<file path="src/rtl/muldiv_if.sv">
// Handshake and result bus between a requester (master) and muldiv_unit (slave).
interface muldiv_if #(
  parameter int WIDTH = 32
);
  logic             start;
  logic [1:0]       op;
  logic [WIDTH-1:0] a;
  logic [WIDTH-1:0] b;
  logic             flush;
  logic             busy;
  logic             done;
  logic [WIDTH-1:0] hi;
  logic [WIDTH-1:0] lo;
  logic             div_by_zero;

  modport master (
    output start, op, a, b, flush,
    input  busy, done, hi, lo, div_by_zero
  );

  modport slave (
    input  start, op, a, b, flush,
    output busy, done, hi, lo, div_by_zero
  );
endinterface

</file>
<file path="src/rtl/muldiv_unit.sv">
// Iterative multiply/divide unit: one operand bit per cycle on magnitudes, sign fixed up at the end.
// Define MULDIV_DIV_EN to compile in the divide datapath (DIV/DIVU); otherwise divide requests are ignored.
module muldiv_unit #(
  parameter int WIDTH = 32,
  parameter int CNT_W = 6
) (
  input  logic     clk,
  input  logic     rst,
  muldiv_if.slave  bus
);

  typedef enum logic [1:0] {S_IDLE, S_RUN, S_DONE} state_t;

  localparam logic [CNT_W-1:0] LAST = CNT_W'(WIDTH - 1);

  state_t             state_q, state_d;
  logic [CNT_W-1:0]   count_q, count_d;
  logic [WIDTH-1:0]   acc_q, acc_d;
  logic [WIDTH-1:0]   sh_q, sh_d;
  logic [WIDTH-1:0]   mb_q, mb_d;
  logic [WIDTH-1:0]   hi_q, hi_d;
  logic [WIDTH-1:0]   lo_q, lo_d;
  logic               neg_q, neg_d;

  logic               a_neg, b_neg, accept;
  logic [WIDTH-1:0]   abs_a, abs_b;
  logic [WIDTH:0]     mul_sum;
  logic [2*WIDTH-1:0] prod;

`ifdef MULDIV_DIV_EN
  logic               div_q, div_d;
  logic               rneg_q, rneg_d;
  logic               dbz_q, dbz_d;
  logic [WIDTH:0]     div_shift, div_trial;
  logic [WIDTH-1:0]   div_acc, div_sh, quo, rem;
`endif

  always_comb begin
    a_neg   = ~bus.op[0] & bus.a[WIDTH-1];
    b_neg   = ~bus.op[0] & bus.b[WIDTH-1];
    abs_a   = a_neg ? -bus.a : bus.a;
    abs_b   = b_neg ? -bus.b : bus.b;
`ifdef MULDIV_DIV_EN
    accept  = bus.start & ~bus.flush;
`else
    accept  = bus.start & ~bus.flush & ~bus.op[1];
`endif

    // acc holds the running upper half; sh shifts out multiplier bits and takes in product bits
    mul_sum = {1'b0, acc_q} + (sh_q[0] ? {1'b0, mb_q} : '0);
    prod    = {mul_sum[WIDTH:1], mul_sum[0], sh_q[WIDTH-1:1]};
    if (neg_q) prod = -prod;

`ifdef MULDIV_DIV_EN
    // restoring step: acc is the partial remainder, sh shifts dividend bits out and quotient bits in
    div_shift = {acc_q, sh_q[WIDTH-1]};
    div_trial = div_shift - {1'b0, mb_q};
    if (div_trial[WIDTH]) begin
      div_acc = div_shift[WIDTH-1:0];
      div_sh  = {sh_q[WIDTH-2:0], 1'b0};
    end else begin
      div_acc = div_trial[WIDTH-1:0];
      div_sh  = {sh_q[WIDTH-2:0], 1'b1};
    end
    quo = neg_q  ? -div_sh  : div_sh;
    rem = rneg_q ? -div_acc : div_acc;
`endif

    state_d = state_q;
    count_d = count_q;
    acc_d   = acc_q;
    sh_d    = sh_q;
    mb_d    = mb_q;
    hi_d    = hi_q;
    lo_d    = lo_q;
    neg_d   = neg_q;
`ifdef MULDIV_DIV_EN
    div_d   = div_q;
    rneg_d  = rneg_q;
    dbz_d   = dbz_q;
`endif

    case (state_q)
      S_RUN: begin
        if (bus.flush) begin
          state_d = S_IDLE;
        end else begin
          count_d = count_q + CNT_W'(1);
          acc_d   = mul_sum[WIDTH:1];
          sh_d    = {mul_sum[0], sh_q[WIDTH-1:1]};
`ifdef MULDIV_DIV_EN
          if (div_q) begin
            acc_d = div_acc;
            sh_d  = div_sh;
          end
`endif
          if (count_q == LAST) begin
            state_d = S_DONE;
            hi_d    = prod[2*WIDTH-1:WIDTH];
            lo_d    = prod[WIDTH-1:0];
`ifdef MULDIV_DIV_EN
            if (div_q) begin
              hi_d = rem;
              lo_d = quo;
            end
`endif
          end
        end
      end
      default: begin
        state_d = S_IDLE;
        if (accept) begin
          state_d = S_RUN;
          count_d = '0;
          acc_d   = '0;
          sh_d    = abs_b;
          mb_d    = abs_a;
          neg_d   = a_neg ^ b_neg;
`ifdef MULDIV_DIV_EN
          div_d   = bus.op[1];
          rneg_d  = a_neg;
          dbz_d   = 1'b0;
          if (bus.op[1]) begin
            sh_d = abs_a;
            mb_d = abs_b;
            if (bus.b == '0) begin
              state_d = S_DONE;
              hi_d    = bus.a;
              lo_d    = '1;
              dbz_d   = 1'b1;
            end
          end
`endif
        end
      end
    endcase
  end

  always_ff @(posedge clk or negedge rst) begin
    if (!rst) begin
      state_q <= S_IDLE;
      count_q <= '0;
      acc_q   <= '0;
      sh_q    <= '0;
      mb_q    <= '0;
      hi_q    <= '0;
      lo_q    <= '0;
      neg_q   <= 1'b0;
`ifdef MULDIV_DIV_EN
      div_q   <= 1'b0;
      rneg_q  <= 1'b0;
      dbz_q   <= 1'b0;
`endif
    end else begin
      state_q <= state_d;
      count_q <= count_d;
      acc_q   <= acc_d;
      sh_q    <= sh_d;
      mb_q    <= mb_d;
      hi_q    <= hi_d;
      lo_q    <= lo_d;
      neg_q   <= neg_d;
`ifdef MULDIV_DIV_EN
      div_q   <= div_d;
      rneg_q  <= rneg_d;
      dbz_q   <= dbz_d;
`endif
    end
  end

  assign bus.busy = (state_q == S_RUN);
  assign bus.done = (state_q == S_DONE);
  assign bus.hi   = hi_q;
  assign bus.lo   = lo_q;
`ifdef MULDIV_DIV_EN
  assign bus.div_by_zero = dbz_q & (state_q == S_DONE);
`else
  assign bus.div_by_zero = 1'b0;
`endif

endmodule

</file>
<file path="src/flat_wrapper.sv">
// flat-port wrapper written by rule: the top's interface ports become plain ports
module muldiv_unit_flat 
#(
  parameter int WIDTH = 32,
  parameter int CNT_W = 6
)
  (clk, rst, bus_start, bus_op, bus_a, bus_b, bus_flush, bus_busy, bus_done, bus_hi, bus_lo, bus_div_by_zero);
  muldiv_if #(.WIDTH(WIDTH)) bus_i ();
  input  logic clk;
  input  logic rst;
  input wire logic [$bits(bus_i.start)-1:0] bus_start;
  input wire logic [$bits(bus_i.op)-1:0] bus_op;
  input wire logic [$bits(bus_i.a)-1:0] bus_a;
  input wire logic [$bits(bus_i.b)-1:0] bus_b;
  input wire logic [$bits(bus_i.flush)-1:0] bus_flush;
  output wire logic [$bits(bus_i.busy)-1:0] bus_busy;
  output wire logic [$bits(bus_i.done)-1:0] bus_done;
  output wire logic [$bits(bus_i.hi)-1:0] bus_hi;
  output wire logic [$bits(bus_i.lo)-1:0] bus_lo;
  output wire logic [$bits(bus_i.div_by_zero)-1:0] bus_div_by_zero;
  assign bus_i.start = bus_start;
  assign bus_i.op = bus_op;
  assign bus_i.a = bus_a;
  assign bus_i.b = bus_b;
  assign bus_i.flush = bus_flush;
  assign bus_busy = bus_i.busy;
  assign bus_done = bus_i.done;
  assign bus_hi = bus_i.hi;
  assign bus_lo = bus_i.lo;
  assign bus_div_by_zero = bus_i.div_by_zero;
  muldiv_unit #(.WIDTH(WIDTH), .CNT_W(CNT_W)) u_core (.clk(clk), .rst(rst), .bus(bus_i));
endmodule
</file>
<file path="config.mk">
export PLATFORM = sky130hd
export DESIGN_NAME = muldiv_unit_flat
export DESIGN_NICKNAME = d
export VERILOG_FILES = /design/src/rtl/muldiv_if.sv /design/src/rtl/muldiv_unit.sv /design/src/flat_wrapper.sv
export SDC_FILE = /design/constraint.sdc
export NUM_CORES = 1
export LEC_CHECK = 0
export CORE_ASPECT_RATIO = 2
export CORE_MARGIN = 10
export CORE_UTILIZATION = 55
export CTS_BUF_LIST = sky130_fd_sc_hd__clkbuf_8
export DETAILED_ROUTE_END_ITERATION = 7
export GPL_ROUTABILITY_DRIVEN = 0
export PLACE_DENSITY = 0.79
export SYNTH_ARGS = -nofsm -noshare
export SYNTH_HDL_FRONTEND = slang
export SYNTH_SLANG_ARGS = --single-unit
</file>
<file path="constraint.sdc">
create_clock -name clk -period 5.86 [get_ports clk]
set_input_delay 0.879 -clock clk [delete_from_list [all_inputs] [get_ports clk]]
set_output_delay 0.879 -clock clk [all_outputs]
set_load 0.01 [all_outputs]
</file>
==> results of run 1 <==
-- where the power goes --
part | internal (mW) | switching (mW) | total (mW)
clock | 0.463 | 0.425 | 0.888
combinational | 0.517 | 0.867 | 1.38
sequential | 1.32 | 0.196 | 1.52
total | 2.30 | 1.49 | 3.79
-- registers in the layout, indices dropped and copies added (netlist names) --
name / cells
u_core.bus.hi: 32
u_core.bus.lo: 32
u_core.mb_q: 32
u_core.sh_q: 32
u_core.count_q: 6
u_core.acc_q: 32
u_core.neg_q: 1
u_core.state_q: 2
-- critical path, delay by kind of cell (launching register included) --
kind	cells	cell delay (ps)
fa+ha+maj	2	640
xor+xnor	2	560
compound gates	5	1090
flops	1	640
simple gates	4	1330
-- final cells by class --
class,instances,share of cell area
inverter,21,0.00602
clock buffer,18,0.0189
multi-input combinational,1069,0.505
antenna,1,0.000191
clock inverter,12,0.0123
sequential,169,0.323
timing repair buffer,146,0.110
tap,262,0.0250
-- metal layers --
| layer | GRT usage | wire (um) | vias up |
|---|---|---|---|
| met5 | 0 | 0 | - |
| met4 | 0.160 | 2230 | 0 |
| met3 | 0.0474 | 1090 | 136 |
| met2 | 0.461 | 18400 | 324 |
| met1 | 0.234 | 11100 | 4826 |
| li1 | - | - | 4881 |
-- path summary, 6_finish.rpt --
check                                          to            start  cells past startpoint
worst max register to register  u_core.bus.hi[31]   u_core.sh_q[0]                     13
max in group asynchronous         u_core.acc_q[9]              rst                      2
worst min-delay path              u_core.sh_q[25]              rst                      1
worst max-delay path            u_core.bus.hi[31]   u_core.sh_q[0]                     13
min in group clk                  u_core.mb_q[16]  u_core.mb_q[16]                      2
worst min register to register    u_core.mb_q[16]  u_core.mb_q[16]                      2
-- cell usage after synthesis, types with 3 or more instances --
master	instances	area, um^2
o31ai_1	26	195
o21bai_1	7	52.6
o211ai_1	10	75.1
o41ai_2	3	48.8
nand2_1	216	811
dfrtp_1	169	4230
a22o_1	11	96.3
a31oi_1	10	62.6
a21oi_1	82	410
nand2b_1	10	62.6
or3_1	13	81.3
a21oi_2	3	26.3
xor2_2	3	48.8
or4_1	10	75.1
ha_1	36	450
nor3_1	20	100
nand4_1	13	81.3
a211oi_1	4	30.0
o41ai_1	12	105
mux2i_1	6	60.1
o21ai_0	189	946
clkbuf_1	67	251
and2_1	37	231
o21ai_1	14	70.1
xnor2_1	58	508
nor3b_1	3	22.5
a21o_1	10	75.1
nand3_1	31	155
buf_1	4	15.0
xor2_1	84	736
nor2b_1	8	50.1
nor2_1	79	297
nor4_1	10	62.6
inv_1	21	78.8
-- metrics by stage --
step	area, um^2	utilization	setup WS (ps)
final	13100	0.654	1430
after global routing	13100	0.654	1060
after CTS	13100	0.654	1460
after detailed placement	12700	0.634	1500
after global placement	12700	0.634	1630
after floorplan	11200	-	2090
-- cell families (layout without fill, tap and decap cells) --
family,after synthesis,in the layout,synth area share
AO/OA/AOI/OAI,408,408,0.223
XOR/XNOR,145,145,0.115
adder cells (fa/ha/maj),37,37,0.0420
buffers and inverters,95,197,0.0330
flip-flops,169,169,0.378
multiplexers,6,6,0.00537
other,1,2,0.000335
AND/OR/NAND/NOR,472,472,0.203
==> summary.txt, run 1 <==
Floorplanning
  • Std cell rows: 73
  • Core Area: 20,000 um^2
  • Width of the die: 121 um
  • Die H: 222 um
  • Ports: 137
  • Starting Density: 0.560
  • Die area: 26,800 um^2

Detailed routing
  • DRT Wirelength: 32,800 um
  • Final antenna-violating net count: 0
  • Drt first pass iters: 5
  • Routed vias: 10,167
  • Drt drc: 1
  • Iteration-0 DRC Markers: 599
  • Routed wire length per instance: 19.3 um
  • Vias per cell: 5.99

Pwr
  • Pwr/cell area: 290 nW/um^2
  • P_leak: 5.57 nW
  • Worst ir drop on vdd: 0.000142 V
  • Total power: 3.79 mW

Clocking
  • TritonCTS buffer count: 17
  • Clk Latency, worst-skew pair: 490 ps
  • CTS sink cnt: 169
  • CTS tree: yes
  • # Post-CTS Setup Buffers: 0
  • CTS root buf: clkbuf_8
  • CTS resizes: 0
  • Clk pin slew, worst setup/hold paths: 90 ps
  • Clock Tree Buf Depth: 2
  • # hold bufs at CTS: 0
  • Max H-tree Level: 4

Worst setup path
  • Crit path kind: reg -> reg
  • Cell Chain, Critical Path: and2_1 -> ha_1 -> fa_1 -> a21o_1 -> a221oi_2 -> o21ai_1 -> xnor2_1 -> nand4b_1 -> nor3_2 -> nand4_1 -> o41ai_2 -> xor2_1 -> o21ai_1
  • Nature of the critical path endpoint: register
  • WP data arrival: 4760 ps
  • Startpoint types: register
  • Worst-path fanout max: 33
  • Most frequent CP cell: o21ai_1
  • Reg2reg setup slack: 1430 ps
  • Critical path's slowest cell: dfrtp_1
  • Largest stage delay, worst path: 640 ps
  • Critical Path RT: 6190 ps

Min path
  • Hold WC Path Type: in -> async

STA
  • FMAX: 226 MHz
  • Final setup viols: 0
  • Slew Limit Fails: 0
  • TNS Setup: 0 ps
  • Worst Tran Pin Value: 1200 ps
  • Max-slew headroom: 0.199
  • Min cycle time layout: 4430 ps
  • Fin crit share: 0.756
  • Hold_ws: 309 ps
  • Worst Skew: 13.4 ps
  • Hold Vio Cnt, Final: 0
  • RSZ-0062 raised after global routing: false

Run status
  • Status: complete, but fails checks
  • Violations in the final reports: design-rule violations

Synthesis
  • Cell Area, Synth: 11,200 um^2
  • Synthesized net count: 1,440
  • Seq/Total Area, Yosys: 0.378
  • Cell variety after synth: 77
  • Yosys reg bits: 169
  • Asr flop ratio synth: 1.00
  • EDFF count, synth: 0
  • Synth Flop Type: dfrtp_1
  • Synth Warn #: 0
  • Syn avg cell area: 8.40 um^2
  • Post-Synthesis Cells: 1,333

Layout
  • Layout cells sized above 1: 0.0502
  • Layout Cells excl Fill: 1,698
  • Area taken by flip-flops and latches: 4230 um^2
  • Filler Cell Count: 1,727
  • Most frequent cells in the layout: nand2_1 (215), o21ai_0 (189), dfrtp_1 (169)
  • Final nets: 1,531
  • Commonest non-fill, non-tap cell in the layout: nand2_1
  • Multi-input logic area: 6610 um^2
  • Area growth syn-to-layout: 17.0%

Global routing
  • Via count of the first global-routing pass: 10,368
  • First-pass GRT wire length: 52,800 um
  • Initial antenna violation count: 0
  • GRT Total Usage: 0.247
  • Pin count of the biggest net entering global routing: 130
  • GRT overflow: 0

Placement
  • IO Port Bufs: 135
  • # placed instances: 1,667
  • Final HPWL DP: 25,100 um

Flow run
  • Max_cap viols: 0
Power figures use the tool's default switching activity.
==> run 2, diff against run 1 <==
--- a/config.mk
+++ b/config.mk
@@ -7,11 +7,11 @@
 export LEC_CHECK = 0
 export CORE_ASPECT_RATIO = 2
 export CORE_MARGIN = 10
-export CORE_UTILIZATION = 55
+export CORE_UTILIZATION = 53
 export CTS_BUF_LIST = sky130_fd_sc_hd__clkbuf_8
 export DETAILED_ROUTE_END_ITERATION = 7
 export GPL_ROUTABILITY_DRIVEN = 0
-export PLACE_DENSITY = 0.79
+export PLACE_DENSITY = 0.8
 export SYNTH_ARGS = -nofsm -noshare
 export SYNTH_HDL_FRONTEND = slang
 export SYNTH_SLANG_ARGS = --single-unit
==> constraint.sdc (replaced) <==
create_clock -name clk -period 3.9 [get_ports clk]
set_input_delay 0.585 -clock clk [delete_from_list [all_inputs] [get_ports clk]]
set_output_delay 0.585 -clock clk [all_outputs]
set_load 0.01 [all_outputs]
==> run 2 against run 1 <==
Net effect:
- the flow now finishes without violations
- via count rose by 4.0%
- count of clock-buffer cells in the layout rose by 6
- sequential share of layout area fell by 1.7 points
- first-iteration DRC count rose by 24%
- sequential power rose by 52%
- combinational power rose by 88%
- largest cell class unchanged
==> summary.txt, run 2 (synthesized netlist as in run 1, its figures left out) <==
Run status
  • Status: finished clean

Detailed routing
  • Final antenna-violating net count: 0 (unchanged)
  • Iteration-0 DRC Markers: 745 (+24%)
  • DRT Wirelength: 35,500 um (+8.3%)
  • Vias per cell: 6.00 (+0.24%)
  • Routed vias: 10,576 (+4.0%)
  • Routed wire length per instance: 20.1 um (+4.4%)
  • Drt first pass iters: 6 (+1)
  • Drt drc: 0 (-1)

STA
  • RSZ-0062 raised after global routing: true
  • Slew Limit Fails: 0 (unchanged)
  • Min cycle time layout: 3890 ps (-540 ps)
  • TNS Setup: 0 ps (unchanged)
  • Max-slew headroom: 0.441 (+0.242)
  • Final setup viols: 0 (unchanged)
  • Hold_ws: 60.0 ps (-249 ps)
  • Fin crit share: 0.998 (+0.242)
  • Worst Skew: 14.6 ps (+1.16 ps)
  • FMAX: 257 MHz (+14%)
  • Worst Tran Pin Value: 838 ps (-363 ps)
  • Hold Vio Cnt, Final: 0 (unchanged)

Layout
  • Area growth syn-to-layout: 23.6%
  • Filler Cell Count: 1,698 (-1.7%)
  • Commonest non-fill, non-tap cell in the layout: nand2_1
  • Layout cells sized above 1: 0.111 (+0.0604)
  • Area taken by flip-flops and latches: 4230 um^2 (unchanged)
  • Most frequent cells in the layout: nand2_1 (213), o21ai_0 (188), dfrtp_1 (169)
  • Final nets: 1,586 (+3.6%)
  • Multi-input logic area: 6860 um^2 (+3.8%)
  • Final Cell Area: 13,800 um^2 (+5.7%)
  • Post-route core utilization: 0.661 (+0.00682)
  • Layout Cells excl Fill: 1,762 (+3.8%)

Pwr
  • P_leak: 5.85 nW (+5.1%)
  • Switching share of power: 0.402 (+0.00943)
  • Clk pwr share: 0.209 (-0.025)
  • Sw Pwr: 2.49 mW (+67%)
  • Sequential share of power: 0.373 (-0.028)
  • Pwr/cell area: 447 nW/um^2 (+54%)
  • Comb power frac: 0.419 (+0.054)
  • Int Pwr: 3.70 mW (+61%)
  • Worst ir drop on vdd: 0.000251 V (+77%)

Worst setup path
  • WP data arrival: 4250 ps (-510 ps)
  • Critical Path RT: 4260 ps (-1930 ps)
  • Nature of the critical path endpoint: register
  • Worst flop-to-flop path endpoint: u_core.bus.hi[26]
  • Reg2reg path depth: 14 (+1)
  • Startpoint types: register
  • Reg2reg setup slack: 8 ps (-1420 ps)
  • FF-to-FF Start: u_core.sh_q[0]
  • CP Launch Point: u_core.sh_q[0]
  • Crit path kind: reg -> reg
  • Worst-path fanout max: 32 (-3.0%)

Clocking
  • Clk Latency, worst-skew pair: 500 ps (about the same)
  • # hold bufs at CTS: 0 (unchanged)
  • Clk pin slew, worst setup/hold paths: 90 ps (about the same)
  • CTS tree: yes
  • CTS sink cnt: 169 (unchanged)
  • Max H-tree Level: 4 (unchanged)
  • CTS root buf: clkbuf_8
  • TritonCTS buffer count: 17 (unchanged)
  • Clock Tree Buf Depth: 2 (unchanged)

Global routing
  • First-pass GRT wire length: 54,400 um (+3.0%)
  • GRT overflow: 0 (unchanged)
  • Via count of the first global-routing pass: 10,482 (+1.1%)
  • Initial antenna violation count: 0 (unchanged)
  • GRT Total Usage: 0.255 (+0.00767)
  • Pin count of the biggest net entering global routing: 90 (-31%)

Placement
  • IO Port Bufs: 135 (unchanged)
  • DP Area: 13,000 um^2 (+2.8%)
  • Final HPWL DP: 26,500 um (+5.4%)
  • # placed instances: 1,714 (+2.8%)

Floorplanning
  • Die area: 27,700 um^2 (+3.3%)
  • Ports: 137 (unchanged)
  • Die H: 226 um (+1.7%)
  • Core Area: 20,900 um^2 (+4.6%)
  • Starting Density: 0.535 (-0.0247)
  • Width of the die: 123 um (+1.6%)
  • Std cell rows: 75 (+2.7%)

Flow run
  • Max_cap viols: 0 (unchanged)

Min path
  • Hold WC Path Type: in -> async
## run 2: critical path, cell delays in order (launching register included)
cell and delay (ps):
dfrtp_1 420, buf_12 170, and2_1 180, ha_4 310
o211ai_1 100, o211ai_1 510, a2111oi_0 230, nand4bb_1 280
nand4b_1 350, nor3_2 260, nand4_1 250, buf_4 230
o31ai_2 240, xnor2_1 160, o21ai_1 70
## run 2: repair_timing
action / 4_1_cts / 5_1_grt
pin swaps: 2 / 22
gates cloned: 0 / 0
setup endpoints to repair: 4 / 12
buffers inserted: 1 / 14
gates resized for setup: 2 / 44
## run 2: worst max-delay path by stage
stage	to	cells past startpoint
floorplan	u_core.bus.hi[31]	14
global placement	u_core.bus.hi[31]	13
detailed placement	u_core.bus.hi[31]	13
CTS	u_core.bus.hi[30]	13
global route	u_core.bus.hi[31]	13
finish	u_core.bus.hi[26]	14
## run 2: final cells by class
cell class,instances,share of cell area
clock inverter,8,0.00588
inverter,21,0.00570
multi-input combinational,1069,0.496
antenna,1,0.000181
timing repair buffer,201,0.139
sequential,169,0.306
clock buffer,24,0.0239
tap,269,0.0243
## run 2: per-layer routing
layer  GRT usage  vias to the layer above  wire, um
met5           0                        -         0
met4       0.191                        0      2710
met3      0.0449                      161      1460
met2       0.471                      404     19700
met1       0.236                     5009     11700
li1            -                     5002         -
## run 2: stage by stage
| stage | setup WS (ps) | total power, mW |
|---|---|---|
| final | 7.80 | 6.19 |
| after CTS | 9.28 | 5.87 |
| after detailed placement | -56.8 | 4.56 |
| after global placement | -10.5 | 4.50 |
| after floorplan | 126 | 3.69 |
| after global routing | -141 | 6.51 |
## run 2: power groups by stage
stage / logic, mW / registers (mW) / clock network [mW]
6_report: 2.59 / 2.31 / 1.29
5_1_grt: 2.79 / 2.33 / 1.39
4_1_cts: 2.28 / 2.27 / 1.31
3_5_place_dp: 2.26 / 2.31 / 0
3_3_place_gp: 2.21 / 2.29 / 0
2_1_floorplan: 1.50 / 2.19 / 0
